<file path="src/rtl/viterbi_branch_metric_pipe.sv">
// Two-stage branch-metric unit for the rate-1/2 Viterbi front end.
// Stage 1 converts sign-magnitude soft values; stage 2 forms the four metrics with optional clipping.
module viterbi_branch_metric_pipe #(
  parameter int W    = 8,
  parameter int OW   = 10,
  parameter int IDXW = 12
) (
  input  logic            clk,
  input  logic            rst,
  input  logic            in_valid,
  output logic            in_ready,
  input  logic [W-1:0]    in_r1,
  input  logic [W-1:0]    in_r2,
  input  logic            in_erase1,
  input  logic            in_erase2,
  input  logic            in_last,
  output logic            out_valid,
  input  logic            out_ready,
  output logic [OW-1:0]   out_d1,
  output logic [OW-1:0]   out_d2,
  output logic [OW-1:0]   out_d3,
  output logic [OW-1:0]   out_d4,
  output logic [IDXW-1:0] out_idx,
  output logic            out_last,
  output logic            out_sat
);

  localparam int W2 = W + 2;
  localparam int SW = (OW > W2) ? OW : W2;
  // Symmetric clip bound 2^(OW-1)-1; never reachable when OW >= W+2.
  localparam logic signed [SW-1:0] MAXV = SW'({(SW-1){1'b1}}) >> (SW - OW);
  localparam logic signed [SW-1:0] MINV = -MAXV;

  function automatic logic signed [W:0] to_tc(input logic [W-1:0] r, input logic erase);
    logic signed [W:0] m;
    m = signed'({1'b0, r[W-2:0], 1'b0});
    if (erase) return '0;
    return r[W-1] ? -m : m;
  endfunction

  // Returns {clipped, value}.
  function automatic logic [OW:0] clip(input logic signed [W2-1:0] x);
    logic signed [SW-1:0] e;
    e = SW'(x);
    if (e > MAXV) return {1'b1, MAXV[OW-1:0]};
    if (e < MINV) return {1'b1, MINV[OW-1:0]};
    return {1'b0, e[OW-1:0]};
  endfunction

  logic                   v1, last1;
  logic signed [W:0]      a1, b1;
  logic [IDXW-1:0]        cnt, idx1;
  logic                   en1, en2;
  logic signed [W2-1:0]   sum, dif;
  logic [OW:0]            c1, c2, c3, c4;

  always_comb begin
    en2      = !out_valid || out_ready;
    en1      = !v1 || en2;
    in_ready = en1;
  end

  always_ff @(posedge clk) begin
    if (rst) begin
      v1    <= 1'b0;
      a1    <= '0;
      b1    <= '0;
      idx1  <= '0;
      last1 <= 1'b0;
      cnt   <= '0;
    end else if (en1) begin
      v1 <= in_valid;
      if (in_valid) begin
        a1    <= to_tc(in_r1, in_erase1);
        b1    <= to_tc(in_r2, in_erase2);
        idx1  <= cnt;
        last1 <= in_last;
        cnt   <= in_last ? '0 : cnt + 1'b1;
      end
    end
  end

  always_comb begin
    sum = W2'(a1) + W2'(b1);
    dif = W2'(a1) - W2'(b1);
    c1  = clip(-sum);
    c2  = clip(sum);
    c3  = clip(dif);
    c4  = clip(-dif);
  end

  always_ff @(posedge clk) begin
    if (rst) begin
      out_valid <= 1'b0;
      out_d1    <= '0;
      out_d2    <= '0;
      out_d3    <= '0;
      out_d4    <= '0;
      out_idx   <= '0;
      out_last  <= 1'b0;
      out_sat   <= 1'b0;
    end else if (en2) begin
      out_valid <= v1;
      if (v1) begin
        out_d1   <= c1[OW-1:0];
        out_d2   <= c2[OW-1:0];
        out_d3   <= c3[OW-1:0];
        out_d4   <= c4[OW-1:0];
        out_idx  <= idx1;
        out_last <= last1;
        out_sat  <= c1[OW] | c2[OW] | c3[OW] | c4[OW];
      end
    end
  end

endmodule

</file>
<file path="config.mk">
export PLATFORM = sky130hd
export DESIGN_NAME = viterbi_branch_metric_pipe
export DESIGN_NICKNAME = d
export VERILOG_FILES = /design/src/rtl/viterbi_branch_metric_pipe.sv
export SDC_FILE = /design/constraint.sdc
export NUM_CORES = 1
export LEC_CHECK = 0
export BUFFER_PORTS_ARGS = -buffer_cell sky130_fd_sc_hd__buf_2
export CAP_MARGIN = 30
export CORE_MARGIN = 4
export CORE_UTILIZATION = 56
export DETAILED_ROUTE_END_ITERATION = 10
export PLACE_DENSITY = 0.81
export SLEW_MARGIN = 30
export SYNTH_ARGS = -nofsm -noshare
export SYNTH_HDL_FRONTEND = slang
export SYNTH_SLANG_ARGS = --single-unit
</file>
<file path="constraint.sdc">
create_clock -name clk -period 3.8 [get_ports clk]
set_input_delay 0.19 -clock clk [delete_from_list [all_inputs] [get_ports clk]]
set_output_delay 0.19 -clock clk [all_outputs]
set_load 0.05 [all_outputs]
</file>
### Yosys cells after proc, flatten, opt, wreduce, memory -nomap -nowiden

Index checks and enable logic that the tools add are counted.

| word-level totals | value |
|---|---|
| register bits after elaboration | 99 |
| bits of input ports | 23 |
| output and inout bits | 56 |
| word-level logic and storage cells | 81 |

| cells by class | value |
|---|---|
| add/subtract/negate cells | 7 |
| magnitude comparators | 8 |
| multiplexer cells | 43 |
| bitwise logic cells | 3 |
| reduce and logical (&&, ||, !) cells | 6 |

Operators by type and width:

| operator | number |
|---|---|
| 11-bit 2-to-1 mux | 16 |
| 9-bit 2-to-1 mux | 6 |
| 10-bit > comparator (second input constant) | 4 |
| 10-bit less-than comparator (second input constant) | 4 |
| 1-bit 2-to-1 mux | 20 |
| 10-bit negator | 2 |
| 8-bit negator with 9-bit output | 2 |
| 12-bit by 1-bit adder with 12-bit output (second input constant) | 1 |
| 12-bit 2-to-1 mux | 1 |
| 9-bit by 9-bit adder with 10-bit output | 1 |
| 9-bit by 9-bit subtractor with 10-bit output | 1 |
| 2-bit AND reduction | 2 |
| 1-bit bitwise OR | 3 |
| 1-bit logical NOT | 2 |
| 1-bit logical OR | 2 |

### Longest topological paths before layout

Gate-level depths: netlist of run 1.

| logic depth | value |
|---|---|
| word-level depth | 10 |
| mapped depth | 15 |
| depth with buffers taken out | 14 |

### Worst setup path before layout of run 1

No wires, ideal clock.

| timing path | value |
|---|---|
| path kind | register to register |
| start | register a1[1] |
| end | register out_d1[6] |
| setup time | 0.070 ns |
| arrival time | 3.418 ns |
| required time | 3.730 ns |
| path slack | 0.312 ns |
| cell stages (with the launch flop) | 15 |
| path buffers | 1 |
| period minus slack after synthesis | 3.488 ns |
| cell sequence | dfxtp_1 -> ha_1 -> fa_1 -> nand2b_4 -> a21oi_2 -> o21a_1 -> or4_4 -> or2_0 -> or3_1 -> a31oi_1 -> ha_1 -> clkbuf_1 -> nor4b_1 -> o21ai_0 -> a21oi_1 |

| between the ends | value |
|---|---|
| longest elaborated chain between the ends | 7 |
| elaborated cells on any way between the ends | 10 |
| those cells by class | add/sub (2); order compare (2); mux (6) |

Ends and longest elaborated chain:

| what | line | text |
|---|---|---|
| start: declaration | 51 | `logic signed [W:0] a1, b1;` |
| start signal: assignment | 74 | `a1 <= to_tc(in_r1, in_erase1);` |
| 9-bit by 9-bit adder with 10-bit output * | 84 | `sum = W2'(a1) + W2'(b1);` |
| 10-bit negator * | 86 | `c1 = clip(-sum);` |
| 10-bit less-than comparator | 46 | `if (e < MINV) return {1'b1, MINV[OW-1:0]};` |
| 1-bit 2-to-1 mux (2 in a row) | 46 |  |
| 11-bit 2-to-1 mux | 47 | `return {1'b0, e[OW-1:0]};` |
| 11-bit 2-to-1 mux * | 46 |  |
| end signal: assignment | 105 | `out_d1 <= c1[OW-1:0];` |
| end: declaration | 19 | `output logic [OW-1:0] out_d1,` |

Every way passes the cells marked *; elsewhere a longest branch is shown, timed or not. The select of a mux whose other input is x is not followed.
A chain may end at the register's enable or synchronous reset.

### Worst setup path after layout of run 1

Ends and elaborated chain as after synthesis.

==> impl_metrics.csv, run 1 <==
group,metric,value,unit
status,status,"complete, no violations",
finish,final_util,65.9,%
floorplan,start_util,57.3,%
critical_path,worstSetupPathType,"flop to flop",
drt,vias,4679,
global_route,grt_pass1_wl,19400,µm
timing,period_needed,3640,ps
finish,diodes,0,
power,irDropWorstVdd,209,µV
hold_path,hold_start,"in_valid",
synthesis,synth_flop_cell,"dfxtp_1",
finish,final_common_cell,"dfxtp_1",
drt,ant_nets,0,
timing,rsz0062_at_grt,"true",
global_route,antenna_found_initial,0,
critical_path,end_kind,"flop",
timing,tightest_slew,873,ps
clock_network,cts_buffers,9,
timing,holdWs,64.5,ps
place,port_buffers,78,
finish,nFillCells,743,
power,power_frac_seq,41.9,%
floorplan,ioPinCount,79,
clock_network,cts_sinks,97,
finish,drive_above_1_share,18.8,%
power,clock_power_share,27.7,%
critical_path,cp-endpoint,"out_d1[6]$_SDFFE_PP0P_",
floorplan,coreArea,0.00872,mm²
drt,drtPass1Iterations,5,
synthesis,synth_edf_count,0,
power,switching_share,36.4,%
synthesis,synth_area,0.00500,mm²
place,dp_hpwl,9000,µm
synthesis,ys_seq_elements,97,
drt,wire_per_inst,14.9,µm
power,leakagePower,2.38,nW
place,place.gp.congestion,0.981,
critical_path,reg2reg_slack,160,ps
timing,maxSlewViolCount,0,
critical_path,cp.required,4110,ps
timing,hold_viol,0,
critical_path,r2r-end,"out_d1[6]$_SDFFE_PP0P_",
timing,setup_tns,0,ps
global_route,grt_pass1_vias,4183,
floorplan,dieHeight,102,µm
synthesis,synth_cell_types,62,
drt,via_per_inst,5.81,
power,pwr-share-comb,30.4,%
power,p_int,1.66,mW
hold_path,hp-class,"input port to flop",
critical_path,critPathLaunchType,"flop",
timing,relSlewSlack,41.6,%
drt,drtIter0Drc,341,
clock_network,clockBufferDepth,2,
global_route,grt-ovfl-total,0,
floorplan,die_w,102,µm
timing,setup_viol,0,
clock_network,cts_max_level,3,
synthesis,async_reset_ff_share,0,%
floorplan,num_rows,34,
synthesis,ys_seq_area_share,38.8,%
clock_network,cts_tree,"yes",
critical_path,rr_startpoint,"a1[1]$_SDFFE_PP0P_",
power,power,2.61,mW
critical_path,r2r_cells,13,
timing,finClkSkew,9.86,ps
synthesis,avgSynthCellArea,7.99,µm²
timing,fmax,0.274,GHz
clock_network,clock_latency,370,ps
critical_path,crit_fanout,8,
synthesis,yosys_warnings,0,
power,p_sw,0.953,mW
finish,final_net_count,743,
drt,drcViolationCount,0,
synthesis,syn_inst,626,
clock_network,clk_pin_slew,100,ps
job,cap_violations,0,
power,pwr_density_cell,455,mW/mm²
timing,setup_ws,157,ps
finish,area_delta_synth_final,15.0,%
synthesis,syn_nets,676,
drt,wl,12000,µm
timing,fin_crit_sh,95.9,%
clock_network,clockRootBuffer,"clkbuf_8",
critical_path,crit_start,"a1[1]$_SDFFE_PP0P_",
global_route,gr-usage-all-layers,22.7,%
global_route,grt_start_max_net_pins,55,
place,post-place-ws,107,ps
floorplan,dieArea,0.0105,mm²
finish,final_cell_mix,"dfxtp_1, nand2_1, nor2_1",
critical_path,critPathArrivalTime,3950,ps
-- worst max-delay path, cell delays in order (launching register included) --
cell and delay, ps:
dfxtp_1 350, ha_1 240, fa_2 390, nand2b_4 90
a21oi_2 60, o21a_1 210, or4_4 540, or2_0 250
or3_1 310, a31oi_1 180, ha_2 360, nor4b_1 310
o21ai_0 120, a21oi_1 160
-- flip-flops by register name, summed over array words and instances (netlist names) --
register / flops
out_d3: 10
out_d1: 10
out_valid: 1
out_idx: 12
last1: 1
out_last: 1
out_d4: 10
v1: 1
out_d2: 10
idx1: 12
a1: 8
b1: 8
cnt: 12
out_sat: 1
-- cell usage after synthesis, drive strengths merged, types with 4 or more instances --
cell / instances / area (µm²)
dfxtp: 97 / 1940
nand2: 87 / 327
nor2: 81 / 304
a21oi: 66 / 334
nor3: 30 / 150
clkbuf: 27 / 101
ha: 26 / 325
inv: 24 / 90.1
a22oi: 23 / 173
xnor2: 22 / 193
xor2: 13 / 114
o21ai: 11 / 55.1
nand3: 10 / 50.1
nand2b: 9 / 63.8
a211oi: 7 / 52.6
nor2b: 7 / 43.8
or2: 7 / 43.8
buf: 6 / 37.5
o21a: 6 / 45.0
nand3b: 5 / 37.5
and3: 4 / 25.0
or3: 4 / 25.0
-- final cells by class --
cell class / count / area, µm² / area share [%]
Clock inverter: 7 / 95.1 / 1.65
Multi-Input combinational cell: 472 / 2890 / 50.2
Timing Repair Buffer: 89 / 475 / 8.27
Sequential cell: 97 / 1940 / 33.8
Tap cell: 108 / 135 / 2.35
Inverter: 24 / 90.1 / 1.57
Clock buffer: 9 / 124 / 2.15
-- through the flow --
stage / area, µm² / cells
3_5_place_dp: 5470 / 790
3_3_place_gp: 5470 / 790
5_1_grt: 5750 / 806
4_1_cts: 5690 / 806
2_1_floorplan: 5000 / 626
6_report: 5750 / 806
-- power groups by stage --
stage | Combinational [mW] | Sequential, mW | Clock (mW)
finish | 0.794 | 1.10 | 0.725
global route | 0.862 | 1.10 | 0.781
CTS | 0.763 | 1.10 | 0.732
detailed placement | 0.760 | 1.12 | 0
global placement | 0.744 | 1.12 | 0
floorplan | 0.441 | 1.25 | 0
-- per-layer routing --
| metal | global-route usage (%) | share of wire [%] | vias up |
|---|---|---|---|
| met2 | 36.8 | 47 | 177 |
| met1 | 30.7 | 44 | 2178 |
| met4 | 7.77 | 1.6 | 0 |
| met5 | 0 | 0 | - |
| li1 | - | - | 2305 |
| met3 | 3.99 | 6.5 | 19 |
-- timing repair --
item / in CTS / in global routing
setup buffers: 0 / 0
hold buffers: 0 / 0
resized for setup: 0 / 13
endpoints found under the hold margin: 0 / 0
endpoints found under the setup margin: 0 / 14
-- worst min path at each step --
stage | endpoint | depth (start not counted) | slack (ps)
after floorplan | v1$_SDFFE_PP0N_ | 2 | 320
after global placement | out_d1[2]$_SDFFE_PP0P_ | 2 | 440
after detailed placement | out_idx[11]$_SDFFE_PP0P_ | 2 | 450
after CTS | v1$_SDFFE_PP0N_ | 3 | 60
after global routing | v1$_SDFFE_PP0N_ | 3 | 60
final | v1$_SDFFE_PP0N_ | 3 | 60
-- kinds of logic (layout without fill, tap and decap cells) --
kind of cell    after synthesis  after routing  share of synthesized area [%]
buf+inv                      57            129                           4.58
flops                        97             97                           38.8
fa+ha+maj                    27             27                           6.91
simple gates                264            264                           24.5
xor+xnor                     35             35                           6.13
mux                           2              2                          0.400
compound gates              144            144                           18.7
Note: power is estimated with default switching activity, not from simulation.
==> run 2: changes to the inputs <==
==> constraint.sdc (replaced) <==
create_clock -name clk -period 3.8 [get_ports clk]
set_input_delay 0.57 -clock clk [delete_from_list [all_inputs] [get_ports clk]]
set_output_delay 0.57 -clock clk [all_outputs]
set_load 0.05 [all_outputs]
==> run 2 against run 1 <==
Fmax grew 1.6%. Sequential power is essentially flat. Count of clock-buffer cells in the layout grew 1. Clock skew shrank 2.6 ps. Via count shrank 0.79%. Die area is the same. Core utilization grew 0.16 points. Worst setup slack gained 57 ps. Flip-flop and latch count is the same. Highest routed layer unchanged. Design area grew 0.24%. First-iteration DRC count shrank 17%. Non-clock buffer count grew 1.
==> impl_metrics.csv, run 2 (synthesis gave the netlist of run 1 again) <==
group,metric,value,unit
status,status,"complete, no violations",
place,post-place-ws,89.5,ps
hold_path,hp-class,"input port to flop",
timing,tightest_slew,873,ps
critical_path,critPathArrivalTime,3880,ps
place,dp_hpwl,9010,µm
drt,vias,4642,
drt,drtIter0Drc,282,
power,irDropWorstVdd,227,µV
clock_network,clockBufferDepth,2,
power,leakagePower,2.38,nW
timing,fmax,0.279,GHz
timing,period_needed,3590,ps
floorplan,start_util,57.3,%
clock_network,cts_max_level,3,
global_route,gr-usage-all-layers,22.8,%
drt,drcViolationCount,0,
critical_path,cp.required,4090,ps
global_route,grt-ovfl-total,0,
timing,fin_crit_sh,94.4,%
timing,finClkSkew,7.21,ps
timing,setup_viol,0,
floorplan,coreArea,0.00872,mm²
floorplan,die_w,102,µm
timing,setup_ws,214,ps
drt,via_per_inst,5.75,
clock_network,cts_sinks,97,
finish,area_delta_synth_final,15.3,%
finish,diodes,0,
critical_path,crit_start,"a1[1]$_SDFFE_PP0P_",
drt,wire_per_inst,14.9,µm
finish,final_cell_mix,"dfxtp_1, nand2_1, nor2_1",
place,place.gp.congestion,0.954,
place,dp.cells,791,
global_route,antenna_found_initial,0,
floorplan,dieHeight,102,µm
clock_network,clock_latency,360,ps
critical_path,end_kind,"flop",
critical_path,critPathLaunchType,"flop",
critical_path,worstSetupPathType,"flop to flop",
drt,drtPass1Iterations,5,
global_route,grt_pass1_vias,4257,
drt,wl,12000,µm
floorplan,dieArea,0.0105,mm²
floorplan,ioPinCount,79,
drt,ant_nets,0,
power,power,2.58,mW
timing,rsz0062_at_grt,"false",
finish,final_net_count,744,
power,pwr_density_cell,448,mW/mm²
clock_network,clockRootBuffer,"clkbuf_8",
hold_path,hold_start,"in_valid",
timing,maxSlewViolCount,0,
timing,hold_viol,0,
timing,relSlewSlack,41.6,%
finish,stdcell_count,807,
place,port_buffers,78,
clock_network,cts_setup_buffers,0,
clock_network,clk_pin_slew,100,ps
finish,nFillCells,723,
clock_network,cts_tree,"yes",
finish,final_common_cell,"dfxtp_1",
job,cap_violations,0,
global_route,grt_pass1_wl,19500,µm
finish,largestRegisters,"cnt (12), idx1 (12), out_idx (12)",
global_route,grt_start_max_net_pins,49,
clock_network,cts_buffers,9,
critical_path,crit_fanout,8,
finish,drive_above_1_share,19.5,%
floorplan,num_rows,34,
timing,setup_tns,0,ps
critical_path,rr_startpoint,"a1[1]$_SDFFE_PP0P_",
## run 2: cell count changes in the layout (fill, tap and decap cells not counted), sizes merged
cell	before	now
clkinv	3	2
clkinvlp	0	1
buf	89	90
bufinv	1	0
clkbuf	9	10
## run 2: final timing paths
path,slack [ps],to,depth (start not counted)
worst max-delay path,210,out_d1[6]$_SDFFE_PP0P_,13
worst min-delay path,460,v1$_SDFFE_PP0N_,3
worst max register to register,210,out_d1[6]$_SDFFE_PP0P_,13
worst min register to register,460,out_idx[6]$_SDFFE_PP0P_,2
## run 2: critical path: stages (launching register included)
cell	delay, ps
dfxtp_1	360
ha_1	250
fa_2	390
nand2b_4	90
a21oi_2	60
o21a_1	210
or4_4	550
or2_0	250
or3_1	330
a31oi_2	240
ha_4	270
nor4b_2	260
o21ai_0	100
a21oi_1	160
## run 2: where the power goes
| group | switching, mW | internal [mW] | total [mW] |
|---|---|---|---|
| clock network | 0.397 | 0.272 | 0.670 |
| logic | 0.529 | 0.287 | 0.817 |
| registers | 0.0299 | 1.06 | 1.09 |
| total | 0.957 | 1.62 | 2.58 |
## run 2: stage by stage
stage	area, µm²	utilization, %	hold WS, ps
after floorplan	5000	-	432
after global placement	5480	62.8	439
after detailed placement	5480	62.8	446
final	5760	66.1	456
after CTS	5680	65.1	442
after global routing	5760	66.1	478
## run 2: routing by layer
| metal | track usage, % | wire [µm] | vias to the layer above |
|---|---|---|---|
| li1 | - | - | 2303 |
| met1 | 29.8 | 5530 | 2191 |
| met2 | 37.9 | 5610 | 127 |
| met3 | 3.92 | 646 | 21 |
| met4 | 8.07 | 218 | 0 |
| met5 | 0 | 0 | - |
## run 2: final cells by class
| type | count | area (µm²) | share of cell area (%) |
|---|---|---|---|
| Timing Repair Buffer | 90 | 480 | 8.34 |
| Tap cell | 108 | 135 | 2.34 |
| Clock inverter | 6 | 61.3 | 1.06 |
| Inverter | 24 | 90.1 | 1.56 |
| Sequential cell | 97 | 1940 | 33.7 |
| Clock buffer | 10 | 138 | 2.39 |
| Multi-Input combinational cell | 472 | 2920 | 50.6 |
## run 2: timing repair
item	in CTS	in global routing
resized for setup	0	18
hold buffers	0	0
setup endpoints to repair	0	19
